--- src/rtl/vx_fp_rsp_collect_pkg.sv ---
// Shared FPU response definitions: IEEE exception flag record and the width of
// one buffered response payload {has_fflags, fflags[LANES], result[LANES], tag}.
package vx_fp_rsp_collect_pkg;

    localparam int unsigned FFLAGS_BITS = 5;

    // Bit 4 (MSB) .. bit 0: invalid, divide-by-zero, overflow, underflow, inexact.
    typedef struct packed {
        logic nv;
        logic dz;
        logic of;
        logic uf;
        logic nx;
    } fflags_t;

    function automatic int unsigned payload_width(input int unsigned tagw,
                                                  input int unsigned lanes);
        return tagw + lanes * (32 + FFLAGS_BITS) + 1;
    endfunction

endpackage

--- src/rtl/vx_fp_rsp_fifo.sv ---
// Per-source response buffer: circular FIFO with count-based full/empty.
// Ports:
//   clk_i, rst_ni     clock, asynchronous active-low reset
//   push_i, data_i    write request and data (ignored when full)
//   pop_i             drop the head entry (ignored when empty)
//   data_o            current head entry
//   full_o, empty_o   occupancy flags
module vx_fp_rsp_fifo #(
    parameter int unsigned DATAW = 8,
    parameter int unsigned DEPTH = 2
) (
    input  logic             clk_i,
    input  logic             rst_ni,
    input  logic             push_i,
    input  logic             pop_i,
    input  logic [DATAW-1:0] data_i,
    output logic [DATAW-1:0] data_o,
    output logic             full_o,
    output logic             empty_o
);

    localparam int unsigned PtrW = $clog2(DEPTH);
    localparam int unsigned CntW = $clog2(DEPTH + 1);

    logic [DATAW-1:0] mem_q [DEPTH];
    logic [PtrW-1:0]  wr_ptr_q, wr_ptr_d;
    logic [PtrW-1:0]  rd_ptr_q, rd_ptr_d;
    logic [CntW-1:0]  count_q, count_d;
    logic             push_ok, pop_ok;

    assign full_o  = (count_q == CntW'(DEPTH));
    assign empty_o = (count_q == '0);
    assign push_ok = push_i & ~full_o;
    assign pop_ok  = pop_i & ~empty_o;
    assign data_o  = mem_q[rd_ptr_q];

    // DEPTH is a power of two, so pointer overflow is the modulo wrap.
    always_comb begin
        wr_ptr_d = push_ok ? wr_ptr_q + 1'b1 : wr_ptr_q;
        rd_ptr_d = pop_ok ? rd_ptr_q + 1'b1 : rd_ptr_q;
        count_d  = count_q;
        if (push_ok && !pop_ok) begin
            count_d = count_q + 1'b1;
        end else if (pop_ok && !push_ok) begin
            count_d = count_q - 1'b1;
        end
    end

    always_ff @(posedge clk_i or negedge rst_ni) begin
        if (!rst_ni) begin
            wr_ptr_q <= '0;
            rd_ptr_q <= '0;
            count_q  <= '0;
        end else begin
            wr_ptr_q <= wr_ptr_d;
            rd_ptr_q <= rd_ptr_d;
            count_q  <= count_d;
        end
    end

    // Storage is payload only; occupancy is tracked by count_q.
    always_ff @(posedge clk_i) begin
        if (push_ok) begin
            mem_q[wr_ptr_q] <= data_i;
        end
    end

endmodule

--- src/rtl/vx_fp_rsp_collect.sv ---
// Collects responses from NUM_SRC FP cores into one registered writeback stream.
// Each source feeds its own elastic buffer; buffered heads are merged round-robin
// into an output register. Lane fflags are masked by has_fflags and OR-reduced.
// Ports:
//   clk, reset                          clock, asynchronous active-low reset
//   valid_in/ready_in                   per-source handshake (ready from buffer state)
//   tag_in/result_in/has_fflags_in/fflags_in   per-source payload
//   valid_out/ready_out                 merged writeback handshake
//   tag_out/result_out/has_fflags_out/fflags_out   registered merged payload
//   fflags_merged                       OR of fflags_out over all lanes
module vx_fp_rsp_collect
    import vx_fp_rsp_collect_pkg::*;
#(
    parameter int unsigned NUM_SRC   = 2,
    parameter int unsigned TAGW      = 1,
    parameter int unsigned LANES     = 1,
    parameter int unsigned BUF_DEPTH = 2
) (
    input  logic                                 clk,
    input  logic                                 reset,
    input  logic    [NUM_SRC-1:0]                valid_in,
    output logic    [NUM_SRC-1:0]                ready_in,
    input  logic    [NUM_SRC-1:0][TAGW-1:0]      tag_in,
    input  logic    [NUM_SRC-1:0][LANES-1:0][31:0] result_in,
    input  logic    [NUM_SRC-1:0]                has_fflags_in,
    input  fflags_t [NUM_SRC-1:0][LANES-1:0]     fflags_in,
    output logic                                 valid_out,
    input  logic                                 ready_out,
    output logic    [TAGW-1:0]                   tag_out,
    output logic    [LANES-1:0][31:0]            result_out,
    output logic                                 has_fflags_out,
    output fflags_t [LANES-1:0]                  fflags_out,
    output fflags_t                              fflags_merged
);

    localparam int unsigned DataW = payload_width(TAGW, LANES);
    localparam int unsigned SrcW  = (NUM_SRC > 1) ? $clog2(NUM_SRC) : 1;

    logic [NUM_SRC-1:0]            full, empty, pop;
    logic [NUM_SRC-1:0][DataW-1:0] push_data, head_data;

    for (genvar i = 0; i < NUM_SRC; i++) begin : g_src
        assign push_data[i] = {has_fflags_in[i], fflags_in[i], result_in[i], tag_in[i]};
        // Depends only on buffer occupancy and reset, never on ready_out.
        assign ready_in[i]  = reset & ~full[i];

        vx_fp_rsp_fifo #(
            .DATAW (DataW),
            .DEPTH (BUF_DEPTH)
        ) u_fifo (
            .clk_i   (clk),
            .rst_ni  (reset),
            .push_i  (valid_in[i] & ready_in[i]),
            .pop_i   (pop[i]),
            .data_i  (push_data[i]),
            .data_o  (head_data[i]),
            .full_o  (full[i]),
            .empty_o (empty[i])
        );
    end

    logic                         valid_out_q;
    logic [SrcW-1:0]              rr_q, rr_d;
    logic                         load, found, grant;
    logic [SrcW-1:0]              idx, gnt_idx;
    logic [TAGW-1:0]              h_tag, tag_q;
    logic [LANES-1:0][31:0]       h_res, res_q;
    logic                         h_has, has_q;
    fflags_t [LANES-1:0]          h_ff, ff_q;
    logic [FFLAGS_BITS-1:0]       ff_acc;

    // Round-robin: first non-empty buffer at or after rr_q.
    always_comb begin
        load    = !valid_out_q || ready_out;
        found   = 1'b0;
        gnt_idx = '0;
        idx     = '0;
        for (int unsigned k = 0; k < NUM_SRC; k++) begin
            idx = SrcW'((32'(rr_q) + k) % NUM_SRC);
            if (!found && !empty[idx]) begin
                found   = 1'b1;
                gnt_idx = idx;
            end
        end
        grant = load && found;
        pop   = '0;
        rr_d  = rr_q;
        if (grant) begin
            pop[gnt_idx] = 1'b1;
            rr_d         = SrcW'((32'(gnt_idx) + 1) % NUM_SRC);
        end
        {h_has, h_ff, h_res, h_tag} = head_data[gnt_idx];
    end

    always_ff @(posedge clk or negedge reset) begin
        if (!reset) begin
            valid_out_q <= 1'b0;
            rr_q        <= '0;
        end else begin
            rr_q <= rr_d;
            if (load) begin
                valid_out_q <= grant;
            end
        end
    end

    always_ff @(posedge clk) begin
        if (grant) begin
            tag_q <= h_tag;
            res_q <= h_res;
            has_q <= h_has;
            for (int unsigned l = 0; l < LANES; l++) begin
                ff_q[l] <= h_has ? h_ff[l] : '0;
            end
        end
    end

    always_comb begin
        ff_acc = '0;
        for (int unsigned l = 0; l < LANES; l++) begin
            ff_acc = ff_acc | ff_q[l];
        end
        fflags_merged = ff_acc;
    end

    assign valid_out      = valid_out_q;
    assign tag_out        = tag_q;
    assign result_out     = res_q;
    assign has_fflags_out = has_q;
    assign fflags_out     = ff_q;

endmodule

--- config.mk ---
export PLATFORM = sky130hd
export DESIGN_NAME = vx_fp_rsp_collect
export DESIGN_NICKNAME = d
export VERILOG_FILES = /design/src/rtl/vx_fp_rsp_collect_pkg.sv /design/src/rtl/vx_fp_rsp_fifo.sv /design/src/rtl/vx_fp_rsp_collect.sv
export SDC_FILE = /design/constraint.sdc
export NUM_CORES = 1
export LEC_CHECK = 0
export BUFFER_PORTS_ARGS = -buffer_cell sky130_fd_sc_hd__buf_2
export CORE_ASPECT_RATIO = 1.75
export CORE_MARGIN = 2
export CORE_UTILIZATION = 30
export CTS_BUF_LIST = sky130_fd_sc_hd__clkbuf_2
export CTS_CLUSTER_DIAMETER = 50
export DETAILED_ROUTE_END_ITERATION = 7
export SETUP_SLACK_MARGIN = 0.15
export SYNTH_ARGS = -nofsm -noshare
export SYNTH_HDL_FRONTEND = slang
export SYNTH_HIERARCHICAL = 1
export SYNTH_SLANG_ARGS = --single-unit
--- constraint.sdc ---
create_clock -name clk -period 9 [get_ports clk]
set_clock_uncertainty 0.15 [all_clocks]
set_input_delay 0.9 -clock clk [delete_from_list [all_inputs] [get_ports clk]]
set_output_delay 0.9 -clock clk [all_outputs]
set_load 0.01 [all_outputs]
After elaboration in Yosys (flattened, before gate mapping)
Memories as Yosys holds them, arrays and structs flattened.
Index checks and enable logic that the tools add are counted.
- memories kept: 2
- bits in read-only memories: 0
- input port bits: 83
- output and inout bits: 47
- register bits after elaboration: 49
- word-level logic and storage cells: 85
- bits in latches: 0
- RAM bits: 156
- $mul: 0
- $lt $le $gt $ge: 4
- bitwise gates (word level): 12
- div/mod/pow operators: 0
- reductions and logical operators: 18
- shifts and indexed selects: 0
- multiplexer cells: 21
- add/sub/neg operators: 10
- eq/ne operators: 2
- memory list (name ; depth ; width ; rd ports ; clocked after Yosys merged registers in ; wr ports ; RTL line ; source):
    g_src[0].u_fifo.mem_q ; 2 ; 39 ; 1 ; 0 ; 1 ; vx_fp_rsp_fifo.sv:25 ; logic [DATAW-1:0] mem_q [DEPTH];
    g_src[1].u_fifo.mem_q ; 2 ; 39 ; 1 ; 0 ; 1 ; vx_fp_rsp_fifo.sv:25 ;
- operators with widths (kind ; count):
    39-bit two-way mux ; 2
    1-bit two-way mux ; 13
    2-bit two-way mux ; 5
    1-bit bitwise AND ; 8
    1-bit logical AND ; 7
    1-bit adder (second input constant) ; 6
    1-bit zero test ; 6
    1-bit by 2-bit < comparator with 1-bit output (second input constant) ; 3
    2-bit by 1-bit adder with 2-bit output (second input constant) ; 2
    2-bit == test (second input constant) ; 2
    2-bit zero test ; 2
    1-bit NOT ; 4
    2-bit nonzero test ; 2
    2-bit by 1-bit subtractor with 2-bit output (second input constant) ; 2
    1-bit demux with 1-bit select ; 1
    1-bit greater-or-equal comparator (second input constant) ; 1
    1-bit logical OR ; 1

Longest topological paths before layout
- depth in word-level cells: 15
- depth in mapped cells: 10
- depth with buffers taken out: 10

By module
Netlist, hierarchy kept.
- modules (own cells, without submodules) (module ; cells an instance ; times used ; area an instance (um^2)):
    vx_fp_rsp_fifo ; 140 ; 2 ; 3007.9
    vx_fp_rsp_collect ; 113 ; 1 ; 1968.1

Least setup slack after synthesis
Ideal clock, no wire load.
- kind: input to register
- start point: input reset
- end point: memory g_src[0].u_fifo/mem_q[0][0] (netlist name), enable pin
- buffers on the path: 0
- slack: 5.375 ns
- stages on the path: 4
- required time: 8.415 ns
- arrival time: 3.040 ns
- setup time: 0.435 ns
- cell sequence: nor2b_1 and2_1 nand2_1 nor2_1
- cells in the longest elaborated chain, start to end: 5
- RTL lines (element ; RTL line ; source):
    start: declaration ; vx_fp_rsp_collect.sv:20 ; input logic reset,
    1-bit bitwise AND ; vx_fp_rsp_collect.sv:45 ; assign ready_in[i] = reset & ~full[i];
    1-bit bitwise AND ; vx_fp_rsp_collect.sv:53 ; .push_i (valid_in[i] & ready_in[i]),
    1-bit bitwise AND ; vx_fp_rsp_fifo.sv:33 ; assign push_ok = push_i & ~full_o;
    1-bit two-way mux ; vx_fp_rsp_fifo.sv:63 ; if (push_ok) begin
    1-bit two-way mux (not written as such) ; vx_fp_rsp_fifo.sv:64 ; mem_q[wr_ptr_q] <= data_i;
    end: declaration ; vx_fp_rsp_fifo.sv:25 ;
No other way between the ends.

Worst setup path after layout
- start point: input reset
- end point: output ready_in[1]
- cells in the longest elaborated chain, start to end: 1
- RTL lines (element ; RTL line ; source):
    1-bit bitwise AND ; vx_fp_rsp_collect.sv:45 ;
    end: declaration ; vx_fp_rsp_collect.sv:22 ; output logic [NUM_SRC-1:0] ready_in,
No other way between the ends.

==> flow_summary.rst <==
.. list-table::
   :header-rows: 1

   * - Metric
     - Value
   * - Port Buffers
     - around 130
   * - Number of post-CTS setup repair buffers
     - 0
   * - Share of Yosys cell area claimed by the top area cell type
     - 73.34%
   * - Post-route total power
     - 2.866 mW
   * - Final RePlAce weighted congestion
     - approximately 0.73
   * - Portion of total power attributed to combinational logic
     - 30.5%
   * - Mean instance size in the synthesized netlist
     - around 20 um2
   * - Post-route clock period utilization
     - about a third
   * - Gate family responsible for the most delay along the worst path
     - buffers and inverters
   * - Biggest cell delay along the critical path
     - 0.52 ns
   * - Via Count
     - roughly 3,900
   * - Proportion of synthesized chip area in sequential cells
     - about three quarters
   * - CP bufs+invs
     - 3
   * - Standard-cell rows
     - 79
   * - Initial core utilization
     - a little under a third
   * - Setup repair after global routing missed its margin
     - false
   * - Maximum vdd ir drop
     - 0.0001236 V
   * - Core area
     - 26,390 um2
   * - Count of nets left with antenna violations after detail routing
     - 0
   * - Clock insertion delay at the later pin of the skew report
     - 0.72 ns
   * - Height of the die
     - around 220 um
   * - Post-synthesis instance area
     - between 7000 and 8000 um2
   * - Count of max-cap constraint violations
     - 0
   * - M1 wire length
     - about 5.7 mm
   * - Syn Nets
     - about 480
   * - Slowest cell on crit path
     - dlygate4sd3_1
   * - Number of antenna violations at the first check in global routing
     - 3
   * - Maximum clock frequency
     - about 320 MHz
   * - Detailed placement HPWL
     - 10.96 mm
   * - Most common cell after layout, fill and taps aside
     - edfxtp_1
   * - Worst Hold Slack
     - 0.1971 ns
   * - Horizontal die dimension
     - 127.3 um
   * - Wire length of the first global-routing pass
     - ~24 mm
   * - Warnings from Yosys
     - 6
   * - Type of the most critical hold path
     - in2reg
   * - Maximum number of pins on one net before global-route repair
     - between 40 and 50
   * - Cell chain of the critical path
     - dlygate4sd3_1, buf_2, nor2b_1, buf_2
   * - Final instance area
     - roughly 9300 um2
   * - Number of clock sinks
     - just over 200
   * - Yosys top cell by area
     - edfxtp_1
   * - Highest metal layer with signal wires
     - met5
   * - Switching part of the total power
     - 30.73%
   * - Leading post-synthesis cells by cell area
     - edfxtp_1 73%, mux2_2 12%, mux2_4 5.5%
   * - Endpoint required time on the critical path
     - 7.95 ns
   * - Count of unique library cells instantiated by Yosys
     - 23
   * - Crit start category
     - input pin
   * - Most frequent cells in the layout
     - 195 x edfxtp_1, 129 x buf_2, 83 x mux2_2, 60 x clkbuf_2, 29 x mux2_4
   * - Fraction of layout instances using a drive strength above 1
     - about 54%
   * - Full die area
     - roughly 28,000 um2
   * - Dpl ws
     - just under 6 ns
   * - Worst slew margin relative to its limit
     - about 19%
   * - CTS Buf Count
     - between 40 and 50
   * - Met2 wire length
     - about 9.5 mm
   * - Class of the most critical setup path
     - in2out
   * - Drt first pass iters
     - 4
   * - Final worst path period need
     - roughly 3.1 ns
   * - Buffer depth of the longest clock path
     - 3
   * - Static Leak
     - roughly 3.5 nW
   * - Starting DRT DRC Count
     - roughly 160
   * - Clock transition at the registers of the reported paths
     - 0.12 ns
   * - CTS tree
     - built
   * - Part of the total power dissipated in sequential elements
     - between 50% and 60%
   * - Count of mapped cells out of synthesis
     - approximately 390
   * - Total length of routed met3 wires
     - between 600 and 700 um
   * - Drt total wl
     - 16.57 mm
   * - Transition time at the pin with the least slew margin
     - roughly 1.2 ns
   * - Placement Cell Area
     - 8907 um2
   * - # setup viols final
     - 0
   * - Clock root cell
     - clkbuf_2
   * - Maximum net fanout on the critical path
     - 12
   * - Post-synthesis to final-layout area growth
     - 16.53%
   * - Net switching power
     - between 0.8 and 0.9 mW
   * - Worst endpoint data arrival time
     - just over 2 ns
   * - H-tree levels
     - 2
   * - Post-detailed-route via-to-cell ratio
     - approximately 4.3
   * - Number of hold violations in the final report
     - 0
   * - Cell Int Power
     - 1.985 mW
   * - Kind of end point of the critical path
     - output port
   * - Global-route usage over all layers
     - approximately an eighth
   * - Outcome
     - completed
   * - Power Dens Cells
     - around 300 nW/um2
   * - Global-route congestion overflow total
     - 0
   * - Share of the core filled with cells
     - roughly a third
   * - Cell total after placement
     - just over 800
   * - Vias in the first global route
     - ~4,400
   * - Setup slack after layout
     - roughly 5.9 ns
   * - Final net count
     - between 600 and 700
   * - Final standard cell count with taps included and fillers excluded
     - slightly above 900
   * - Clock Power Share
     - roughly a fifth
   * - Yosys reg bits
     - 205
   * - Fin Setup TNS
     - 0 ns
   * - Routed WL per cell
     - ~18 um
   * - Most frequent CP cell
     - buf_2
   * - Post-route DRC
     - 0
   * - I/O pin count
     - 130
   * - Final number of max-transition violations
     - 0
-- kinds of logic (layout without fill, tap and decap cells) --
group                      after synthesis  after routing  share of synthesized area, %
muxes                                  112            112                         17.16
and+or+nand+nor                         32             32                         1.912
DFF                                    205            205                         76.48
xor gates and xnor gates                10             10                         1.097
adders and majority gates                2              2                        0.3134
other                                    0              2                             0
buffers and inverters                   23            210                         2.413
AOI/OAI and AO/OA                        9              9                        0.6269
-- cell type report --
| class | instances | area (um2) |
|---|---|---|
| clock buffers | 60 | 300.3 |
| diodes | 2 | 5.005 |
| well taps | 324 | 405.4 |
| inverters | 5 | 18.77 |
| repair buffers | 132 | 670.6 |
| multi-input cells | 165 | 1714 |
| flip-flops and latches | 205 | 6108 |
| clock inverters | 13 | 81.33 |
| fillers | 2480 | 17090 |
-- synth_stat cells (all sizes together) --
master,count
o21bai,1
nor2b,2
nand2b,3
nand2,9
and2,2
nor2,7
nand3,6
dfrtp,10
inv,5
xor2,4
and3,3
xnor2,6
mux2,112
a21o,1
edfxtp,195
o21ai,7
ha,2
buf,18
-- flip-flops by register name, summed over array words and instances, names as in the netlist --
name,cells
fflags_merged,5
g_src.u_fifo/count_q,4
g_src.u_fifo/mem_q,156
g_src.u_fifo/rd_ptr_q,2
g_src.u_fifo/wr_ptr_q,2
has_fflags_out,1
result_out,32
rr_q,1
tag_out,1
valid_out,1
-- power by group through the flow --
stage | Sequential, mW | Combinational [mW] | Clock [mW]
2_1_floorplan | 1.44 | 0.700 | 0
3_3_place_gp | 1.47 | 0.867 | 0
3_5_place_dp | 1.48 | 0.888 | 0
4_1_cts | 1.46 | 0.893 | 0.566
5_1_grt | 1.48 | 0.940 | 0.607
6_report | 1.45 | 0.873 | 0.540
-- repair_timing --
action                    in CTS  in global routing
hold endpoints to repair      10                  0
hold buffers                   1                  0
resized for setup              0                  0
-- per-layer routing --
metal	GRT usage, %	vias to the layer above
li1	-	1854
met1	11.05	1942
met2	22.69	99
met3	2.792	34
met4	6.117	2
met5	0	-
-- path summary, 6_finish.rpt --
| kind | slack (ns) | endpoint | startpoint | depth (start not counted) |
|---|---|---|---|---|
| max | 5.90 | ready_in[1] | reset | 4 |
| min | 0.20 | g_src[0].u_fifo/mem_q[1][0] | tag_in[0] | 1 |
| max reg2reg | 5.92 | g_src[0].u_fifo/count_q[1] | g_src[0].u_fifo/count_q[0] | 9 |
| min reg2reg | 0.39 | g_src[1].u_fifo/count_q[1] | g_src[1].u_fifo/count_q[1] | 1 |
| max in group asynchronous | 8.02 | g_src[0].u_fifo/rd_ptr_q | reset | 2 |
| min in group asynchronous | 0.42 | g_src[1].u_fifo/count_q[1] | reset | 2 |
No activity file was read; power rests on OpenSTA's default activity.
